===== src/rtl/imem_pkg.sv =====
// Shared definitions for the instruction-memory boot controller: sequencer
// states, default geometry and the NOP returned for unserved fetches.
package imem_pkg;

  localparam int          DEF_DEPTH_WORDS = 256;
  localparam int          DEF_ADDR_W      = 8;
  localparam logic [31:0] NOP_INSTR       = 32'h0000_0013;  // addi x0,x0,0

  typedef enum logic [1:0] {
    ST_LOAD   = 2'd0,
    ST_COMMIT = 2'd1,
    ST_RUN    = 2'd2
  } boot_state_e;

  // A fetch is served only for a word-aligned PC that falls inside the array.
  function automatic logic fetch_servable(input logic [31:0] addr,
                                          input logic [31:0] depth);
    return (addr[1:0] == 2'b00) && ({2'b00, addr[31:2]} < depth);
  endfunction

endpackage


===== src/rtl/imem_boot_controller.sv =====
// Boot sequencer and port arbiter for the word-addressed instruction memory:
// streams an image in over valid/ready, then hands the array to fetch.
module imem_boot_controller #(
  parameter int          DEPTH_WORDS = imem_pkg::DEF_DEPTH_WORDS,
  parameter int          ADDR_W      = imem_pkg::DEF_ADDR_W,
  parameter logic [31:0] NOP_INSTR   = imem_pkg::NOP_INSTR
) (
  input  logic              clk,
  input  logic              rst,
  input  logic              load_valid,
  output logic              load_ready,
  input  logic [31:0]       load_data,
  input  logic              load_last,
  input  logic              reload_req,
  input  logic [31:0]       fetch_addr,
  output logic [31:0]       fetch_instr,
  output logic              core_rst,
  output logic              mem_we,
  output logic [ADDR_W-1:0] mem_waddr,
  output logic [31:0]       mem_wdata,
  output logic [ADDR_W-1:0] mem_raddr,
  input  logic [31:0]       mem_rdata,
  output logic              boot_done,
  output logic [ADDR_W:0]   load_count,
  output logic              err_overflow,
  output logic              err_misalign
);

  import imem_pkg::*;

  localparam int                CNT_W      = ADDR_W + 1;
  localparam logic [CNT_W-1:0]  FULL_COUNT = CNT_W'(DEPTH_WORDS);
  localparam logic [31:0]       DEPTH_U32  = 32'(DEPTH_WORDS);

  boot_state_e       r_state;
  boot_state_e       w_state_next;
  logic [ADDR_W-1:0] r_wptr;
  logic [CNT_W-1:0]  r_load_count;
  logic              r_err_overflow;
  logic              r_err_misalign;

  logic w_run;
  logic w_full;
  logic w_xfer;
  logic w_write;
  logic w_misalign;

  assign w_run      = (r_state == ST_RUN);
  assign w_full     = (r_load_count == FULL_COUNT);
  assign w_xfer     = load_valid && load_ready;
  // A restart request discards the word offered in the same cycle.
  assign w_write    = w_xfer && !w_full && !reload_req && !rst;
  assign w_misalign = w_run && (fetch_addr[1:0] != 2'b00);

  // NOTE: state registers use non-blocking assignments so every flop samples
  // the pre-edge values of the others, independent of block ordering.
  always_ff @(posedge clk) begin
    if (rst) begin
      r_state <= ST_LOAD;
    end else begin
      r_state <= w_state_next;
    end
  end

  // NOTE: every signal written here receives a default first, so no path
  // through the block leaves it unassigned and no latch is inferred.
  always_comb begin
    w_state_next = r_state;
    if (reload_req) begin
      w_state_next = ST_LOAD;
    end else begin
      case (r_state)
        ST_LOAD:   if (w_xfer && load_last) w_state_next = ST_COMMIT;
        ST_COMMIT: w_state_next = ST_RUN;
        ST_RUN:    w_state_next = ST_RUN;
        default:   w_state_next = ST_LOAD;
      endcase
    end
  end

  // Write pointer and count advance together; the count stops at the depth
  // while the pointer wraps, and no write happens once the count is full.
  always_ff @(posedge clk) begin
    if (rst || reload_req) begin
      r_wptr       <= '0;
      r_load_count <= '0;
    end else if (w_write) begin
      r_wptr       <= r_wptr + 1'b1;
      r_load_count <= r_load_count + 1'b1;
    end
  end

  // Error flags survive reloads; only rst clears them.
  always_ff @(posedge clk) begin
    if (rst) begin
      r_err_overflow <= 1'b0;
      r_err_misalign <= 1'b0;
    end else begin
      if (w_xfer && w_full && !reload_req) r_err_overflow <= 1'b1;
      if (w_misalign)                      r_err_misalign <= 1'b1;
    end
  end

  always_comb begin
    load_ready  = (r_state == ST_LOAD);
    core_rst    = !w_run;
    boot_done   = w_run;
    mem_we      = w_write;
    mem_waddr   = r_wptr;
    mem_wdata   = load_data;
    mem_raddr   = '0;
    fetch_instr = NOP_INSTR;
    if (w_run) begin
      mem_raddr = fetch_addr[ADDR_W+1:2];
      if (fetch_servable(fetch_addr, DEPTH_U32)) fetch_instr = mem_rdata;
    end
  end

  assign load_count   = r_load_count;
  assign err_overflow = r_err_overflow;
  assign err_misalign = r_err_misalign;

endmodule

===== config.mk =====
export PLATFORM = sky130hd
export DESIGN_NAME = imem_boot_controller
export DESIGN_NICKNAME = d
export VERILOG_FILES = /design/src/rtl/imem_pkg.sv /design/src/rtl/imem_boot_controller.sv
export SDC_FILE = /design/constraint.sdc
export NUM_CORES = 1
export LEC_CHECK = 0
export ABC_AREA = 1
export BUFFER_PORTS_ARGS = -buffer_cell sky130_fd_sc_hd__buf_2
export CORE_ASPECT_RATIO = 0.5
export CORE_MARGIN = 2
export CORE_UTILIZATION = 40
export DETAILED_ROUTE_END_ITERATION = 8
export PLACE_DENSITY_LB_ADDON = 0.2
export RECOVER_POWER = 100
export SETUP_SLACK_MARGIN = 0.1
export SYNTH_ARGS = -nofsm -noshare
export SYNTH_HDL_FRONTEND = slang
export SYNTH_SLANG_ARGS = --single-unit

===== constraint.sdc =====
create_clock -name clk -period 5.23 [get_ports clk]
set_clock_uncertainty 0.2 [all_clocks]
set_input_delay 1.046 -clock clk [delete_from_list [all_inputs] [get_ports clk]]
set_output_delay 1.046 -clock clk [all_outputs]
set_load 0.01 [all_outputs]

==> results of run 1 <==
==> cell families after synthesis <==
family,after synthesis,share of synthesized area [%]
fa+ha+maj,5,3.14
flops,21,21.1
buf+inv,103,27.7
xor+xnor,2,0.881
simple gates,175,42.0
compound gates,20,5.09
==> power by group through the flow <==
stage                     clock [W]  sequential (W)  combinational, W
after global placement            0        0.000167         0.0000538
after global routing       0.000116        0.000164         0.0000590
after detailed placement          0        0.000167         0.0000540
after floorplan                   0        0.000167         0.0000467
after CTS                  0.000110        0.000163         0.0000542
final                      0.000106        0.000163         0.0000522
==> sequential cells by signal (all words and copies together), names as in the netlist <==
signal	flops
load_count	9
mem_waddr	8
r_state	2
err_misalign	1
err_overflow	1
==> stage by stage <==
step                total power (W)  std cells  hold slack (ps)  setup slack [ps]
CTS                        0.000328        490              270              1400
global route               0.000339        490              285               636
global placement           0.000221        486              243              1520
finish                     0.000322        490              269               867
detailed placement         0.000221        486              254              1400
floorplan                  0.000214        326              236              2000
==> area by class of cell <==
cell class	instances	area [um2]	area share [%]
well taps	70	87.6	3.70
repair buffers	132	582	24.6
flip-flops and latches	21	420	17.8
multi-input cells	202	997	42.2
clock inverters	1	5.00	0.212
inverters	61	231	9.79
clock buffers	3	41.3	1.75
==> routing by layer <==
layer | global-route usage (%) | vias to the layer above | wire [um] | share of wire [%]
li1 | - | 1126 | - | -
met1 | 24.8 | 926 | 2690 | 48
met2 | 29.2 | 87 | 2260 | 40
met3 | 11.1 | 3 | 639 | 11
met4 | 2.93 | 0 | 11 | 0.20
met5 | 0 | - | 0 | 0
==> cells in the final DEF (no fill, tap or decap), drive strengths merged <==
master | Yosys | routed
a21oi | 14 | 14
o21ai | 5 | 5
nand3 | 18 | 18
or3 | 1 | 1
buf | 39 | 69
inv | 61 | 61
ha | 5 | 5
xor2 | 2 | 2
dfxtp | 21 | 21
clkinv | 0 | 1
nand2 | 81 | 81
nand4 | 6 | 6
nor2 | 66 | 66
nand3b | 3 | 3
o22ai | 1 | 1
clkbuf | 3 | 66
==> critical path, cell delays in order <==
cell and delay [ps]:
buf_2 100, nor2_1 200, nand3_2 100, nor2_1 240, nand2_1 840, nor2_1 400
clkbuf_1 190
==> final timing paths <==
path / startpoint / endpoint
min: r_state[0] / r_state[0]
min reg2reg: r_state[0] / r_state[0]
max: fetch_addr[1] / fetch_instr[5]
max reg2reg: load_count[0] / load_count[5]
==> results.toml, run 1 <==
[run]
max_cap_viols = 0

[synth]
netlist_instances = 326
most_used_flip_flop_cell_after_synthesis = "dfxtp_1"
ys_seq_elements = 21
netlist-cell-type-count = 24
synth.yosys.warnings = 0
synth_enable_flop_cells = 0
mappedNetlistNets = 432
synthMostInstantiatedCell = "nand2_1"
async_reset_ff_share_pct = 0
synthDominantAreaCellType = "dfxtp_1"
synthesis.area_per_instance_um2 = 6.10
synth_top_cells_by_count = "nand2_1, inv_1, nor2_1"
synth_top_cells_by_area = "dfxtp_1, nand2_1, buf_4"
synth_sequential_area_ratio_pct = 21.1
fraction_of_post_synthesis_cell_area_in_the_top_cell_type_by_area_pct = 21.1
netlist_area_um2 = 1990

[clock_network]
cts_hold_buf = 0
clock_latency_of_the_later_clocked_register_in_the_worst_skew_pair_ps = 260
clock_pin_slew_reported_for_the_worst_setup_and_hold_paths_after_clock_tree_synthesis_ps = 70
clock_tree.buffer_depth = 2
cts_root_buf = "clkbuf_8"
clock-sinks = 21
postCtsSetupBuffers = 0
clock_tree.htree_level_count = 1
ctsResizeCount = 0
tritoncts.num_buffers = 3
cts_tree = "done"

[sta]
grt_setup_unrepaired = "no"
finalCriticalPeriod_ps = 4360
count_of_pins_over_their_slew_limit = 0
timing_hold_violations_final = 0
fin_crit_sh_pct = 83.4
max_slew.worst_pin.slew_ps = 1470
slew_headroom_pct = 2.00
total_neg_setup_slack_ps = 0
setup_viol = 0
max_clock_freq_mhz = 229

[die]
number_of_placement_rows = 18
die_y_um = 53.9
pin_count = 196
placeableCoreArea_um2 = 4860
die_area_um2 = 5590
die_x_um = 104
start_util_pct = 40.9

[pwr]
p_leak_nw = 1.16
power_frac_clock_pct = 32.9
power.share.sequential_pct = 50.8
p_sw_share_pct = 25.6
combPwrFrac_pct = 16.2
ir_drop_mv = 0.135
cell_internal_pwr_w = 0.000239
total_power_per_unit_cell_area_nw_per_um2 = 136
netSwitchingPower_w = 0.0000822

[layout]
layout-area-overhead-vs-synth_pct = 18.9
nets = 527
layout_fillers = 547
util_after_layout_pct = 48.6
antenna_cells_inserted = 0
finish.instance_area_um2 = 2360
final_layout_size_suffix_gt1_share_pct = 21.2

[critical_path]
path_class = "in -> out"
worstRegToRegCells = 11
endpoint_kind = "output port"
cp.required_ps = 3980
ff2ff_setup_slack_ps = 3080
timing.critical_path.from_type = "input port"
timing.critical_path.fanout_max = 29
worst_ep_arrival_time_ps = 3120

[hold_path]
worstHoldPathCells = 2
hold_path_class = "reg -> reg"

[detailed_routing]
num_vias = 2142
drt_iter0_markers = 114
drt_first_pass_iters = 4
wl_per_cell_um = 11.4
route.final.wire_length_um = 5600
ant_nets = 0
drcViolationCount = 0
via_per_inst = 4.37

[grt]
gr-usage-all-layers_pct = 19.4
first_global_vias = 1894
grt_pass1_wl_um = 8710
grt_antenna_before_repair = 0
global_route.overflow_total = 0
maximum_number_of_pins_on_one_net_before_global_route_repair = 30

[placement]
placement.io_buffers = 131
place.gp.congestion = 0.845
dp_hpwl_um = 4560
dpl_cell_area_um2 = 2420

[run_status]
status = "finished, final reports clean"
(Power assumes the default switching activity.)
==> run 2, diff against run 1 <==
--- a/config.mk
+++ b/config.mk
@@ -5,11 +5,11 @@
 export SDC_FILE = /design/constraint.sdc
 export NUM_CORES = 1
 export LEC_CHECK = 0
-export ABC_AREA = 1
+export ABC_AREA = 0
 export BUFFER_PORTS_ARGS = -buffer_cell sky130_fd_sc_hd__buf_2
 export CORE_ASPECT_RATIO = 0.5
 export CORE_MARGIN = 2
-export CORE_UTILIZATION = 40
+export CORE_UTILIZATION = 33
 export DETAILED_ROUTE_END_ITERATION = 8
 export PLACE_DENSITY_LB_ADDON = 0.2
 export RECOVER_POWER = 100
==> constraint.sdc (replaced) <==
create_clock -name clk -period 4.08 [get_ports clk]
set_clock_uncertainty 0.2 [all_clocks]
set_input_delay 0.816 -clock clk [delete_from_list [all_inputs] [get_ports clk]]
set_output_delay 0.816 -clock clk [all_outputs]
set_load 0.01 [all_outputs]
==> results.toml, run 2 <==
[run_status]
status = "finished, final reports clean"

[pwr]
total_power_per_unit_cell_area_nw_per_um2 = 198
p_leak_nw = 0.878
total_power_w = 0.000401
ir_drop_mv = 0.158

[critical_path]
worstRegToRegCells = 7
critical_path.endpoint = "fetch_instr[8]"
cp.required_ps = 3060
critPathSlowestCell = "nor4b_1"
timing.critical_path.from_type = "flip-flop"
worst_path_largest_cell_delay_ps = 390
critical_path.reg2reg.startpoint = "load_count[1]"
timing.critical_path.fanout_max = 29
worst_ep_arrival_time_ps = 2440
crit_path_start = "r_state[0]"
endpoint_kind = "output port"
path_class = "reg -> out"
rr_endpoint = "load_count[2]"
path_cells = "inv_1 -> ha_1 -> nor4b_1 -> nand4_1 -> nor2_1 -> clkbuf_2 -> and2_1 -> clkbuf_1"
ff2ff_setup_slack_ps = 1930

[sta]
grt_setup_unrepaired = "no"
max_clock_freq_mhz = 289
slew_headroom_pct = 50.7
worst_path_setup_slack_after_routing_ps = 620
setup_viol = 0
finalCriticalPeriod_ps = 3460
fin_crit_sh_pct = 84.8
timing_hold_violations_final = 0
total_neg_setup_slack_ps = 0
max_slew.worst_pin.slew_ps = 739
count_of_pins_over_their_slew_limit = 0

[run]
max_cap_viols = 0

[clock_network]
tritoncts.num_buffers = 3
clock_tree.buffer_depth = 2
postCtsSetupBuffers = 0
clock-sinks = 21
cts_hold_buf = 0
clock_tree.htree_level_count = 1
cts_tree = "done"
clock_pin_slew_reported_for_the_worst_setup_and_hold_paths_after_clock_tree_synthesis_ps = 70
clock_latency_of_the_later_clocked_register_in_the_worst_skew_pair_ps = 260
ctsResizeCount = 0
cts_root_buf = "clkbuf_8"

[synth]
synth-simple-area-share_pct = 36.2
synth_top_cells_by_count = "and2_1, buf_4, dfxtp_1"
synth_top_cells_by_area = "dfxtp_1, buf_4, and2_1"
synth_fa_ha_area_share_pct = 3.96
synth_sequential_area_ratio_pct = 26.6
netlist_instances = 202
synthesis.area_per_instance_um2 = 7.83
dominant_combinational_cell_family_by_area_after_synthesis = "simple AND/OR/NAND/NOR gates"
synth.mux.area_fraction_pct = 1.27
most_used_flip_flop_cell_after_synthesis = "dfxtp_1"
netlist_area_um2 = 1580
async_reset_ff_share_pct = 0
netlist-cell-type-count = 37
fraction_of_post_synthesis_cell_area_in_the_top_cell_type_by_area_pct = 26.6
synthMostInstantiatedCell = "and2_1"
synthDominantAreaCellType = "dfxtp_1"
synth-compound-area-share_pct = 8.39
mappedNetlistNets = 308
synth.yosys.warnings = 0
ys_seq_elements = 21
synth_enable_flop_cells = 0
yosys.area_share.xor_xnor_pct = 3.32

[die]
placeableCoreArea_um2 = 4510
die_y_um = 53.0
pin_count = 196
number_of_placement_rows = 17
die_area_um2 = 5400
start_util_pct = 35.1
die_x_um = 102

[placement]
dp_hpwl_um = 4010
preCtsSetupSlack_ps = 838
dpl_cell_area_um2 = 2040
placement.io_buffers = 131
place.gp.congestion = 0.818

[grt]
first_global_vias = 1430
grt_pass1_wl_um = 6580
maximum_number_of_pins_on_one_net_before_global_route_repair = 30
gr-usage-all-layers_pct = 15.6
global_route.overflow_total = 0
grt_antenna_before_repair = 0

[detailed_routing]
via_per_inst = 4.63
num_vias = 1687
ant_nets = 0
route.final.wire_length_um = 4790
drt_first_pass_iters = 4
drt_iter0_markers = 47
drcViolationCount = 0
wl_per_cell_um = 13.2

[layout]
nets = 405
finish.instance_area_um2 = 2030
largest_reg_flops = 9
layout_fillers = 513
antenna_cells_inserted = 0
final_layout_size_suffix_gt1_share_pct = 30.9
layout-area-overhead-vs-synth_pct = 28.3
most-common-layout-cells = "buf_2, clkbuf_1, dfxtp_1, and2_1, and2_0"
leading_cell_type_in_the_layout_fill_and_taps_excluded = "buf_2"

[hold_path]
hold_path_class = "reg -> reg"
## run 2: cell count changes after synthesis, moves of 13 or more
cell | before | now
inv_1 | 60 | 8
nor2_1 | 52 | 9
and2_1 | 0 | 37
nor2_4 | 13 | 0
nand2_1 | 78 | 16
## run 2: cells by family after synthesis
family,after synthesis
and+or+nand+nor,99
buffers and inverters,49
DFF,21
AOI/OAI and AO/OA,20
xor gates and xnor gates,6
adders and majority gates,5
muxes,2
## run 2: worst min-delay path by stage
stage / startpoint / to / cells past startpoint
2_1_floorplan: r_state[0] / r_state[0] / 2
3_3_place_gp: err_misalign / err_misalign / 2
3_5_place_dp: err_misalign / err_misalign / 2
4_1_cts: err_misalign / err_misalign / 2
5_1_grt: err_misalign / err_misalign / 2
6_report: err_misalign / err_misalign / 2
## run 2: area by class of cell
cell class	count	area, um2	share of cell area (%)
repair buffers	132	603	29.7
inverters	9	33.8	1.66
multi-input cells	132	841	41.4
clock buffers	3	41.3	2.03
well taps	66	82.6	4.07
flip-flops and latches	21	420	20.7
clock inverters	1	7.51	0.370
## run 2: report_power, final
group | internal [W] | switching [W] | leakage (nW)
Combinational | 0.0000291 | 0.0000234 | 0.687
Sequential | 0.000207 | 0.00000210 | 0.170
Clock | 0.0000690 | 0.0000704 | 0.0217
## run 2: critical path, delay by kind of cell, from the launching register on
kind                       cells  cell delay (ps)
and+or+nand+nor                4              930
buffers and inverters          3              600
adders and majority gates      1              330
DFF                            1              300
## run 2: through the flow
stage | hold slack (ps) | util (%) | cells
2_1_floorplan | 258 | - | 202
3_3_place_gp | 239 | 45.3 | 360
3_5_place_dp | 237 | 45.3 | 360
4_1_cts | 249 | 46.3 | 364
5_1_grt | 269 | 45.0 | 364
6_report | 246 | 45.0 | 364
## run 2: routing by layer
metal  global-route usage, %  up-vias  part of all wire (%)
met5                       0        -                     0
met4                    2.22        0                     0
li1                        -      847                     -
met2                    25.7       80                    45
met3                    5.55        0                   9.8
met1                    20.2      760                    45
==> run 3, diff against run 2 <==
--- a/config.mk
+++ b/config.mk
@@ -9,7 +9,7 @@
 export BUFFER_PORTS_ARGS = -buffer_cell sky130_fd_sc_hd__buf_2
 export CORE_ASPECT_RATIO = 0.5
 export CORE_MARGIN = 2
-export CORE_UTILIZATION = 33
+export CORE_UTILIZATION = 30
 export DETAILED_ROUTE_END_ITERATION = 8
 export PLACE_DENSITY_LB_ADDON = 0.2
 export RECOVER_POWER = 100
==> constraint.sdc (replaced) <==
create_clock -name clk -period 2.9 [get_ports clk]
set_clock_uncertainty 0.2 [all_clocks]
set_input_delay 0.58 -clock clk [delete_from_list [all_inputs] [get_ports clk]]
set_output_delay 0.58 -clock clk [all_outputs]
set_load 0.01 [all_outputs]
==> results.toml, run 3 (synthesis results as in run 2) <==
[run_status]
status = "finished, final reports clean"

[clock_network]
clock-sinks = 21
cts_root_buf = "clkbuf_8"
tritoncts.num_buffers = 3
clock_tree.htree_level_count = 1
clock_tree.buffer_depth = 2
clock_pin_slew_reported_for_the_worst_setup_and_hold_paths_after_clock_tree_synthesis_ps = 80
cts_tree = "done"
clock_latency_of_the_later_clocked_register_in_the_worst_skew_pair_ps = 270
cts_hold_buf = 0

[run]
max_cap_viols = 0

[layout]
layout-area-overhead-vs-synth_pct = 30.9
leading_cell_type_in_the_layout_fill_and_taps_excluded = "buf_2"
most-common-layout-cells = "buf_2, clkbuf_1, and2_1, dfxtp_1, nand2_1"
nets = 408
antenna_cells_inserted = 0
largest_reg_flops = 9
final_layout_size_suffix_gt1_share_pct = 32.6

[detailed_routing]
ant_nets = 0
drcViolationCount = 0
drt_first_pass_iters = 4
via_per_inst = 4.53
num_vias = 1679
route.final.wire_length_um = 5030
drt_iter0_markers = 69
wl_per_cell_um = 13.6

[die]
pin_count = 196
start_util_pct = 31.6
die_y_um = 55.3
placeableCoreArea_um2 = 5000
die_area_um2 = 5900
die_x_um = 107
number_of_placement_rows = 18

[critical_path]
path_class = "reg -> out"
path_cells = "inv_1 -> ha_1 -> nor4b_2 -> nand4_1 -> nor2_1 -> buf_6 -> and2_0 -> buf_2"
worst_ep_arrival_time_ps = 1890
endpoint_kind = "output port"
critPathSlowestCell = "dfxtp_1"
timing.critical_path.from_type = "flip-flop"
timing.critical_path.fanout_max = 29
worst_path_largest_cell_delay_ps = 300
cp.required_ps = 2120

[pwr]
cell_internal_pwr_w = 0.000428
total_power_w = 0.000568
power.share.sequential_pct = 51.8
p_leak_nw = 0.901
ir_drop_mv = 0.150
netSwitchingPower_w = 0.000139
p_sw_share_pct = 24.5
combPwrFrac_pct = 13.2
total_power_per_unit_cell_area_nw_per_um2 = 274
power_frac_clock_pct = 35.0

[placement]
dp_hpwl_um = 4120
place.gp.congestion = 0.736
placement.io_buffers = 131

[sta]
max_slew.worst_pin.slew_ps = 692
slew_headroom_pct = 53.8
max_clock_freq_mhz = 375
timing_hold_violations_final = 0
grt_setup_unrepaired = "yes"
count_of_pins_over_their_slew_limit = 0
finalCriticalPeriod_ps = 2670
fin_crit_sh_pct = 92.0
total_neg_setup_slack_ps = 0
setup_viol = 0
timing.hold.ws_ps = 254

[grt]
globalRouteMet3Util_pct = 5.08
first_global_vias = 1478
most_crowded_layer_gr = "met2"
met2_usage_pct = 22.9
global_route.overflow_total = 0
gr-usage-all-layers_pct = 15.4
groute.layer.met1.usage_pct = 21.1
grt_antenna_before_repair = 0
maximum_number_of_pins_on_one_net_before_global_route_repair = 30
grt_pass1_wl_um = 7360

[hold_path]
hold_path_class = "reg -> reg"
## run 3: per-layer routing
metal | vias up | share of wire, %
met5 | - | 0
met4 | 0 | 0.68
met3 | 8 | 9.9
met2 | 73 | 42
met1 | 753 | 48
li1 | 845 | -
## run 3: per-stage QoR
stage	instances	cell area (um2)	util (%)	worst slack [ps]
final	371	2070	41.4	233
after global routing	371	2070	41.4	31.5
after CTS	369	2100	42.1	102
after detailed placement	365	2050	41.1	143
after global placement	365	2050	41.1	152
after floorplan	202	1580	-	421
## run 3: power groups by stage
stage / Clock, W / Combinational, W / Sequential (W)
after floorplan: 0 / 0.0000672 / 0.000302
after global placement: 0 / 0.0000750 / 0.000301
after detailed placement: 0 / 0.0000755 / 0.000301
after CTS: 0.000207 / 0.0000759 / 0.000294
after global routing: 0.000219 / 0.0000829 / 0.000295
final: 0.000199 / 0.0000752 / 0.000294
## run 3: repair_timing
action	in CTS	in global routing
setup endpoints to repair	1	33
pin swaps	0	2
buffers inserted	0	2
resized for setup	1	2
## run 3: layout make-up
cell class / instances / area [um2]
Sequential cell: 21 / 420
Multi-Input combinational cell: 132 / 853
Timing Repair Buffer: 135 / 628
Inverter: 9 / 33.8
Tap cell: 70 / 87.6
Clock inverter: 1 / 5.00
Fill cell: 566 / 2930
Clock buffer: 3 / 41.3
## run 3: critical path: cells and delay by family (launching register included)
family / cells / cell delay [ps]
AND/OR/NAND/NOR: 4 / 730
buffers and inverters: 3 / 430
flip-flops: 1 / 300
adder cells (fa/ha/maj): 1 / 160
## run 3: worst paths after layout
path                          to  cells after the start  slack (ps)           from
setup reg to reg    mem_waddr[3]                      7         690  load_count[0]
hold / removal      err_misalign                      2         250   err_misalign
setup / recovery  fetch_instr[3]                      8         230     r_state[0]
hold reg to reg     err_misalign                      2         250   err_misalign
